### src/rtl/frag_base_serializer.sv
// rtl/frag_base_serializer.sv - fragment to base serializer feeding the proj_top base stream
module frag_base_serializer #(
    parameter int BASE_LEN = 2,
    parameter int FRAG_LEN = 32,
    parameter int CNT_W    = 16
) (
    input  logic                clk,
    input  logic                rst_n,
    input  logic [FRAG_LEN-1:0] in_fragment,
    input  logic                in_valid,
    output logic                in_ready,
    input  logic                in_wait,
    output logic [BASE_LEN-1:0] out_data,
    output logic                out_valid,
    output logic                busy,
    output logic [CNT_W-1:0]    frag_sent
);

    localparam int NB    = FRAG_LEN / BASE_LEN;
    localparam int IDX_W = (NB > 1) ? $clog2(NB) : 1;
    localparam logic [IDX_W-1:0] LAST_IDX = IDX_W'(NB - 1);

    typedef enum logic {
        IDLE,
        SEND
    } state_t;

    state_t              state;
    logic [FRAG_LEN-1:0] shreg;
    logic [FRAG_LEN-1:0] hold;
    logic                hold_v;
    logic [IDX_W-1:0]    idx;

    logic                accept;
    logic                consume;
    logic                last_base;
    logic [FRAG_LEN-1:0] shifted;

    // Most-significant base of a fragment is the one transmitted first.
    function automatic logic [BASE_LEN-1:0] top_base(input logic [FRAG_LEN-1:0] f);
        return f[FRAG_LEN-1 -: BASE_LEN];
    endfunction

    // Handshake decode from registered state only; in_wait never reaches in_ready.
    assign in_ready  = !hold_v;
    assign busy      = (state == SEND) || hold_v;
    assign accept    = in_valid && in_ready;
    assign consume   = out_valid && !in_wait;
    assign last_base = (idx == LAST_IDX);
    assign shifted   = shreg << BASE_LEN;

    // Serializer FSM: shift register, holding register, base index and counter.
    always_ff @(posedge clk or negedge rst_n) begin
        if (!rst_n) begin
            state     <= IDLE;
            shreg     <= '0;
            hold      <= '0;
            hold_v    <= 1'b0;
            idx       <= '0;
            out_valid <= 1'b0;
            out_data  <= '0;
            frag_sent <= '0;
        end else begin
            case (state)
                IDLE: begin
                    if (accept) begin
                        shreg     <= in_fragment;
                        out_data  <= top_base(in_fragment);
                        idx       <= '0;
                        out_valid <= 1'b1;
                        state     <= SEND;
                    end
                end

                SEND: begin
                    if (consume && last_base) begin
                        frag_sent <= frag_sent + CNT_W'(1);
                        if (hold_v) begin
                            // Queued fragment moves straight into the shifter: no bubble.
                            shreg    <= hold;
                            out_data <= top_base(hold);
                            idx      <= '0;
                            if (accept) begin
                                hold <= in_fragment;
                            end else begin
                                hold_v <= 1'b0;
                            end
                        end else if (accept) begin
                            // Fragment arriving exactly at the handoff bypasses hold.
                            shreg    <= in_fragment;
                            out_data <= top_base(in_fragment);
                            idx      <= '0;
                        end else begin
                            out_valid <= 1'b0;
                            out_data  <= '0;
                            state     <= IDLE;
                        end
                    end else begin
                        if (consume) begin
                            shreg    <= shifted;
                            out_data <= top_base(shifted);
                            idx      <= idx + IDX_W'(1);
                        end
                        if (accept) begin
                            hold   <= in_fragment;
                            hold_v <= 1'b1;
                        end
                    end
                end

                default: begin
                    state     <= IDLE;
                    out_valid <= 1'b0;
                    out_data  <= '0;
                end
            endcase
        end
    end

endmodule

### config.mk
export PLATFORM = sky130hd
export DESIGN_NAME = frag_base_serializer
export DESIGN_NICKNAME = d
export VERILOG_FILES = /design/src/rtl/frag_base_serializer.sv
export SDC_FILE = /design/constraint.sdc
export NUM_CORES = 1
export LEC_CHECK = 0
export ABC_AREA = 1
export BUFFER_PORTS_ARGS = -buffer_cell sky130_fd_sc_hd__buf_2
export CAP_MARGIN = 5
export CORE_ASPECT_RATIO = 0.9
export CORE_MARGIN = 2
export CORE_UTILIZATION = 53
export DETAILED_ROUTE_END_ITERATION = 7
export PLACE_DENSITY = 0.76
export RECOVER_POWER = 50
export SYNTH_ARGS = -nofsm -noshare
export SYNTH_HDL_FRONTEND = slang
export SYNTH_SLANG_ARGS = --single-unit
### constraint.sdc
create_clock -name clk -period 1.84 [get_ports clk]
set_clock_uncertainty 0.2 [all_clocks]
set_input_delay 0.46 -clock clk [delete_from_list [all_inputs] [get_ports clk]]
set_output_delay 0.46 -clock clk [all_outputs]
set_load 0.02 [all_outputs]
==> results.json, run 1 <==
{
  "mostFrequentLayoutCells": "sky130_fd_sc_hd__nand2_1 (210), sky130_fd_sc_hd__nand3_1 (108), sky130_fd_sc_hd__dfrtp_1 (86)",
  "ff_latch_area_mm2": 0.00218,
  "clock_power_share_pct": 35.3,
  "synth.yosys.seq_area_share_pct": 42.7,
  "seq_power_share_pct": 59.6,
  "drt.antenna.violating_nets": 0,
  "post_route_cells_drive_above_1_share_pct": 17.6,
  "grt-ovfl-total": 0,
  "number_of_placed_instances_with_taps_included": 882,
  "clock_tree_from_tritoncts": "done",
  "p_leak_nw": 3.26,
  "area_of_the_multi_input_gates_mm2": 0.00242,
  "grt_pass1_wl_um": 21700,
  "power.net_switching_mw": 0.806,
  "grtUsageTotal_pct": 25.7,
  "detail_route.first_pass.iterations": 5,
  "synthToLayoutAreaGrowth_pct": 16.2,
  "finalHoldViolations": 0,
  "num-fill-cells": 860,
  "crit_reg_reg_endpoint": "frag_sent[12]$_DFFE_PN0P_",
  "placementRows": 33,
  "r2r_slack_ps": 100,
  "number_of_buffers_created_by_cts": 9,
  "crit_path_end_kind": "primary output",
  "routed_via_density": 5.36,
  "finish.instance_area_mm2": 0.00593,
  "fin_crit_ps": 1800,
  "critical-path-max-stage-delay_ps": 440,
  "routed-via-count": 4852,
  "io-pin-count": 57,
  "synth.net_count": 752,
  "buffer_ports.inserted": 56,
  "worstPathMaxFanout": 6,
  "start_util_pct": 55.1,
  "clock_tree.buffer_depth": 2,
  "crit_type": "flip-flop to primary output",
  "post_synth.cell_area_avg_um2": 7.14,
  "cells_after_synthesis": 714,
  "netlist_area_mm2": 0.00510,
  "holdPathStages": 3,
  "core_area_mm2": 0.00925,
  "power.share.switching_pct": 24.4,
  "mostFrequentLayoutCell": "sky130_fd_sc_hd__nand2_1",
  "detailed_place_hpwl_um": 8780,
  "cts.sink_count": 87,
  "fp.dieH_um": 97.1,
  "postSynthRegisterBits": 87,
  "rr_worst_depth": 8,
  "post_synth_num_cell_types": 31,
  "final_util_pct": 64.1,
  "vias_in_the_first_global_route": 4596,
  "clock_insertion_delay_worst_skew_ps": 360,
  "fp.dieArea_mm2": 0.0104,
  "dp_area_mm2": 0.00566,
  "p_int_mw": 2.50,
  "antennaDiodeCount": 0,
  "layout.nets": 817,
  "cp_data_arrival_time_ps": 1140,
  "max_slew.worst_pin.slew_ps": 618,
  "critical-path-slowest-cell": "sky130_fd_sc_hd__dfrtp_2",
  "hold_path_end": "hold[28]$_DFFE_PN0P_",
  "design_power_total_mw": 3.30,
  "die_w_um": 107,
  "holdCritStartpoint": "in_fragment[28]",
  "combinationalPowerShare_pct": 5.0,
  "number_of_antenna_violations_at_the_first_check_in_global_routing": 0,
  "power.ir.vdd_worst_mv": 0.347,
  "timing.critical_path.from": "hold_v$_DFFE_PN0P_",
  "slew_headroom_pct": 58.8,
  "setup.worst_path.start_class": "flip-flop",
  "cts_max_level": 3,
  "result_of_the_run": "finished clean",
  "grt_start_max_net_pins": 40,
  "total_power_per_unit_cell_area_mw_per_mm2": 557,
  "gp_congestion": 0.848,
  "detail_route.wl_per_cell_um": 14.3,
  "min_path_type": "input port to flip-flop",
  "first_iter_violations": 258,
  "ys_warn_count": 0,
  "critical_path_buf_inv_count": 3,
  "wirelength_um": 12900,
  "finalMaxSlewViolations": 0,
  "remaining_drc_errors": 0,
  "tns_ps": 0,
  "layoutNonFillerInstCount": 906,
  "r2r_start": "idx[0]$_DFFE_PN0P_",
  "unrepaired_setup_endpoints_after_global_routing": "yes",
  "cap_violations": 0,
  "cpLargestDelayFamily": "flip-flops",
  "setup_viol": 0,
  "clock_tree_root_driver_cell": "sky130_fd_sc_hd__clkbuf_8",
  "max_clock_freq_mhz": 555,
  "timing.critical_path.required_ps": 1180,
  "layout_worst_path_cycle_share_pct": 97.9,
  "critical_path.cell_chain": "inv_4, buf_8, nand2_4, buf_6",
  "worst_setup_hold_path_clk_slew_ps": 90
}
-- cell families (layout without fill, tap and decap cells) --
family	Yosys count	in the layout	synth area share, %
flops	87	87	42.7
compound gates	76	76	8.24
buf+inv	124	194	10.6
fa+ha+maj	2	2	0.491
xor+xnor	9	9	1.55
simple gates	416	416	36.5
-- timing repair --
| action | CTS | global route |
|---|---|---|
| hold buffers | 1 | 0 |
| setup endpoints to repair | 24 | 56 |
| buffers inserted | 4 | 3 |
| endpoints found under the hold margin | 22 | 0 |
| pin swaps | 1 | 3 |
| resized for setup | 6 | 12 |
-- per-stage QoR --
stage / hold WS [ps] / worst slack (ps)
6_report: 166 / 37.8
3_5_place_dp: 193 / -91.8
4_1_cts: 153 / 0.895
2_1_floorplan: -35.6 / 1.32
5_1_grt: 176 / -8.93
3_3_place_gp: 188 / -26.3
-- Yosys cell counts --
| cell type | number | share of area [%] |
|---|---|---|
| sky130_fd_sc_hd__buf_6 | 6 | 1.3 |
| sky130_fd_sc_hd__inv_1 | 85 | 6.3 |
| sky130_fd_sc_hd__a31o_2 | 1 | 0.17 |
| sky130_fd_sc_hd__inv_2 | 2 | 0.15 |
| sky130_fd_sc_hd__o21ai_0 | 25 | 2.5 |
| sky130_fd_sc_hd__nor2_4 | 4 | 0.88 |
| sky130_fd_sc_hd__nand3b_1 | 4 | 0.59 |
| sky130_fd_sc_hd__nand2_2 | 3 | 0.37 |
| sky130_fd_sc_hd__a21oi_1 | 27 | 2.6 |
| sky130_fd_sc_hd__xor2_1 | 6 | 1.0 |
| sky130_fd_sc_hd__buf_2 | 14 | 1.4 |
| sky130_fd_sc_hd__nand4_1 | 4 | 0.49 |
| sky130_fd_sc_hd__nor2_8 | 1 | 0.39 |
| sky130_fd_sc_hd__or2_2 | 14 | 1.7 |
| sky130_fd_sc_hd__nand2_4 | 2 | 0.44 |
| sky130_fd_sc_hd__buf_4 | 3 | 0.44 |
| sky130_fd_sc_hd__ha_1 | 2 | 0.49 |
| sky130_fd_sc_hd__nand3_1 | 108 | 11 |
| sky130_fd_sc_hd__nor2_1 | 55 | 4.0 |
| sky130_fd_sc_hd__xnor2_1 | 3 | 0.52 |
| sky130_fd_sc_hd__a21oi_2 | 3 | 0.52 |
| sky130_fd_sc_hd__o22ai_1 | 16 | 2.0 |
| sky130_fd_sc_hd__o211ai_1 | 2 | 0.29 |
| sky130_fd_sc_hd__nor3_1 | 6 | 0.59 |
| sky130_fd_sc_hd__clkbuf_1 | 11 | 0.81 |
| sky130_fd_sc_hd__nor3_4 | 1 | 0.32 |
| sky130_fd_sc_hd__nand3_4 | 1 | 0.34 |
| sky130_fd_sc_hd__nand2_1 | 213 | 16 |
| sky130_fd_sc_hd__buf_1 | 3 | 0.22 |
| sky130_fd_sc_hd__dfrtp_1 | 87 | 43 |
| sky130_fd_sc_hd__o21ai_1 | 2 | 0.20 |
-- registers in the layout (all words and copies together) (netlist names) --
signal	flops
hold	32
shreg	30
frag_sent	16
idx	4
out_data	2
hold_v	1
out_valid	1
state	1
-- metal layers --
layer  GRT usage [%]  share of wire (%)  vias up
met5               0                  0        -
met4            6.51                1.1        0
met3            5.43                7.1       16
met2            40.7                 48      169
met1            36.3                 44     2270
li1                -                  -     2397
-- tightest hold or removal path: cells and delay by family --
family                 cells  cell delay, ps
AOI/OAI and AO/OA          1              70
buffers and inverters      2             150
-- how the worst max path moves through the flow --
stage | slack [ps] | to | cells past startpoint
6_report | 40 | busy | 4
4_1_cts | 0.9 | busy | 4
3_3_place_gp | -30 | hold[15]$_DFFE_PN0P_ | 7
2_1_floorplan | 1 | busy | 4
5_1_grt | -9 | busy | 4
3_5_place_dp | -90 | shreg[8]$_DFFE_PN0P_ | 9
-- power groups by stage --
stage	Clock, mW	Sequential, mW	Combinational [mW]
floorplan	0	2.00	0.0714
global placement	0	2.01	0.167
detailed placement	0	2.01	0.174
CTS	1.20	1.97	0.176
global route	1.27	1.97	0.194
finish	1.17	1.97	0.166
-- area by class of cell --
type	count	area share, %
Clock buffer	12	2.28
Clock inverter	4	0.380
Inverter	87	5.62
Multi-Input combinational cell	503	40.8
Sequential cell	87	36.8
Tap cell	122	2.58
Timing Repair Buffer	91	11.6
Note: power is estimated with default switching activity, not from simulation.
==> inputs of run 2 (changes only) <==
Settings changed: ABC_AREA 1 to unset, CORE_UTILIZATION 53 to 52, SETUP_SLACK_MARGIN set to 0.2.
==> results.json, run 2 <==
{
  "grt_pass1_wl_um": 16800,
  "synth_common_cells": "sky130_fd_sc_hd__dfrtp_1 (87), sky130_fd_sc_hd__nand2_1 (45), sky130_fd_sc_hd__o21ai_0 (31)",
  "cts_max_level": 3,
  "synth_area_leader_cell": "sky130_fd_sc_hd__dfrtp_1",
  "synthToLayoutAreaGrowth_pct": 31.1,
  "fin_crit_ps": 1930,
  "finish.instance_area_mm2": 0.00548,
  "cts.sink_count": 87,
  "crit_path_end_kind": "flip-flop",
  "layout.nets": 527,
  "layout_worst_path_cycle_share_pct": 105,
  "post_synth_num_cell_types": 40,
  "worstPathMaxFanout": 7,
  "synth_enable_flop_cells": 0,
  "largest_reg_flops": 32,
  "buffer_ports.inserted": 56,
  "mostFrequentLayoutCells": "sky130_fd_sc_hd__dfrtp_1 (79), sky130_fd_sc_hd__buf_4 (50), sky130_fd_sc_hd__buf_2 (49)",
  "gp_congestion": 0.843,
  "grt-ovfl-total": 0,
  "synth.area.top_cells": "sky130_fd_sc_hd__dfrtp_1 (52%), sky130_fd_sc_hd__mux2_4 (11%), sky130_fd_sc_hd__a22oi_1 (5.0%), sky130_fd_sc_hd__nand2_1 (4.0%), sky130_fd_sc_hd__o21ai_0 (3.7%)",
  "dominantRegCellSynth": "sky130_fd_sc_hd__dfrtp_1",
  "postSynthRegisterBits": 87,
  "number_of_antenna_violations_at_the_first_check_in_global_routing": 0,
  "setup.worst_path.start_class": "flip-flop",
  "worst_setup_hold_path_clk_slew_ps": 100,
  "remaining_drc_errors": 0,
  "die_w_um": 98.5,
  "drt.antenna.violating_nets": 0,
  "grt_util_met3_pct": 6.25,
  "crit_type": "flip-flop to flip-flop",
  "first_iter_violations": 246,
  "clock_tree_from_tritoncts": "done",
  "cells_after_synthesis": 387,
  "post_route_cells_drive_above_1_share_pct": 40.9,
  "post_synth.cell_area_avg_um2": 10.8,
  "routed_via_density": 5.85,
  "count_leader_synth": "sky130_fd_sc_hd__dfrtp_1",
  "synth.net_count": 425,
  "fp.dieH_um": 89.0,
  "wirelength_um": 10700,
  "synth.top_cell.area_share_pct": 52.1,
  "total_power_per_unit_cell_area_mw_per_mm2": 822,
  "clock_tree_root_driver_cell": "sky130_fd_sc_hd__clkbuf_8",
  "cp_data_arrival_time_ps": 1980,
  "detailedPlace.worstSlack_ps": -112,
  "placementRows": 30,
  "core_area_mm2": 0.00766,
  "slew_headroom_pct": 57.5,
  "detailed_place_hpwl_um": 6470,
  "netlist_area_mm2": 0.00418,
  "min_path_type": "input port to flip-flop",
  "combinational_family_with_the_most_area_after_synthesis": "compound AO/OA/AOI/OAI gates",
  "setup_viol": 60,
  "unrepaired_setup_endpoints_after_global_routing": "yes",
  "finalMaxSlewViolations": 0,
  "antennaDiodeCount": 0,
  "result_of_the_run": "finished, violations left",
  "detail_route.first_pass.iterations": 5,
  "p_leak_nw": 2.54,
  "global_route.usage.met2_pct": 40.6,
  "ys_warn_count": 0,
  "fp.dieArea_mm2": 0.00877,
  "grt_most_used_layer": "met2",
  "synth.area.mux_share_pct": 11.6,
  "tightest_hold_margin_ps": 129,
  "grt_start_max_net_pins": 39,
  "dp_area_mm2": 0.00484,
  "clock_insertion_delay_worst_skew_ps": 370,
  "synth.yosys.seq_area_share_pct": 52.1,
  "clock_tree.buffer_depth": 2,
  "reg_top3": "hold: 32 flops, shreg: 30 flops, frag_sent: 16 flops",
  "cap_violations": 0,
  "timing.critical_path.required_ps": 1890,
  "max_clock_freq_mhz": 518,
  "mostFrequentLayoutCell": "sky130_fd_sc_hd__dfrtp_1",
  "asyncSetResetFlopFracSynth_pct": 100,
  "failing_checks": "negative setup slack",
  "max_slew.worst_pin.slew_ps": 637,
  "number_of_buffers_created_by_cts": 9,
  "finalHoldViolations": 0,
  "top_reg_by_flops": "hold",
  "io-pin-count": 57,
  "start_util_pct": 54.5,
  "routed-via-count": 3453,
  "fraction_of_the_mapped_netlist_area_in_adder_cells_pct": 0.599,
  "grtUsageTotal_pct": 24.4,
  "post_synth_xor_area_fraction_pct": 3.15,
  "vias_in_the_first_global_route": 3431,
  "power.ir.vdd_worst_mv": 0.648,
  "synth_compound_gate_area_share_pct": 15.1,
  "detail_route.wl_per_cell_um": 18.1,
  "grtUsageMet1_pct": 32.2,
  "post_synthesis_share_of_cell_area_spent_on_and_or_nand_and_nor_gates_pct": 13.7,
  "final.setup.worst_slack_ps": -91.3
}
-- run 2: cell count changes after synthesis, moves of 6 or more --
cell                       previous run  this run
sky130_fd_sc_hd__nand2_1            213        45
sky130_fd_sc_hd__xnor2_1              3        12
sky130_fd_sc_hd__buf_2               14         1
sky130_fd_sc_hd__or2_2               14         1
sky130_fd_sc_hd__nor3_1               6        30
sky130_fd_sc_hd__o21ai_0             25        31
sky130_fd_sc_hd__and3_1               0         6
sky130_fd_sc_hd__mux2_4               0        30
sky130_fd_sc_hd__inv_1               85         2
sky130_fd_sc_hd__nor2_1              55         5
sky130_fd_sc_hd__clkbuf_1            11        27
sky130_fd_sc_hd__a22oi_1              0        28
sky130_fd_sc_hd__nand3_1            108         6
sky130_fd_sc_hd__o22ai_1             16         0
-- run 2: cell families after synthesis --
group | after synthesis
muxes | 33
adders and majority gates | 2
AOI/OAI and AO/OA | 102
buffers and inverters | 34
and+or+nand+nor | 114
DFF | 87
xor gates and xnor gates | 15
-- run 2: path summary, 6_finish.rpt --
check / startpoint / end / slack [ps] / cells past startpoint
worst max-delay path: idx[1]$_DFFE_PN0P_ / frag_sent[10]$_DFFE_PN0P_ / -90 / 8
worst min-delay path: in_fragment[9] / hold[9]$_DFFE_PN0P_ / 130 / 2
worst max register to register: idx[1]$_DFFE_PN0P_ / frag_sent[10]$_DFFE_PN0P_ / -90 / 8
worst min register to register: frag_sent[15]$_DFFE_PN0P_ / frag_sent[15]$_DFFE_PN0P_ / 290 / 1
max in group asynchronous: rst_n / state$_DFF_PN0_ / 180 / 3
min in group asynchronous: rst_n / frag_sent[14]$_DFFE_PN0P_ / 440 / 2
-- run 2: metrics by stage --
stage	util, %	instances	total power, mW	setup TNS (ps)
floorplan	-	387	2.86	-8310
global placement	63.2	541	3.07	-3160
detailed placement	63.2	541	3.12	-3750
CTS	68.0	567	4.51	-2790
global route	71.5	590	4.73	-8060
finish	71.5	590	4.50	-3260
-- run 2: repair_timing --
| action | CTS | global route |
|---|---|---|
| pin swaps | 10 | 7 |
| cloned | 1 | 1 |
| hold buffers | 1 | 0 |
| endpoints found under the hold margin | 23 | 0 |
| resized for setup | 23 | 28 |
| buffers inserted | 8 | 22 |
| setup endpoints to repair | 89 | 101 |
-- run 2: metal layers --
metal | up-vias | routed length, µm
met5 | - | 0
met4 | 0 | 74
met1 | 1731 | 4490
met2 | 115 | 5480
li1 | 1598 | -
met3 | 9 | 657
-- run 2: cell type report --
cell class                      count  area (µm²)
Timing Repair Buffer              123         965
Tap cell                           96         120
Clock buffer                        9         124
Multi-Input combinational cell    266        1990
Inverter                            2        10.0
Clock inverter                      7        80.1
Sequential cell                    87        2190
Fill cell                         549        2180
-- run 2: report_power, final --
part           total (mW)  leakage [nW]  internal, mW  switching, mW
sequential           2.41          1.10          2.21          0.199
clock                1.38        0.0964         0.641          0.734
combinational       0.720          1.34         0.420          0.300
-- run 2: worst max-delay path, cell delays in order (launching register included) --
cell                      delay, ps
sky130_fd_sc_hd__dfrtp_1        410
sky130_fd_sc_hd__ha_4           180
sky130_fd_sc_hd__buf_4          110
sky130_fd_sc_hd__buf_6           80
sky130_fd_sc_hd__buf_6           80
sky130_fd_sc_hd__and3_4         190
sky130_fd_sc_hd__and3_4         270
sky130_fd_sc_hd__nand4_1        140
sky130_fd_sc_hd__xnor2_1        150
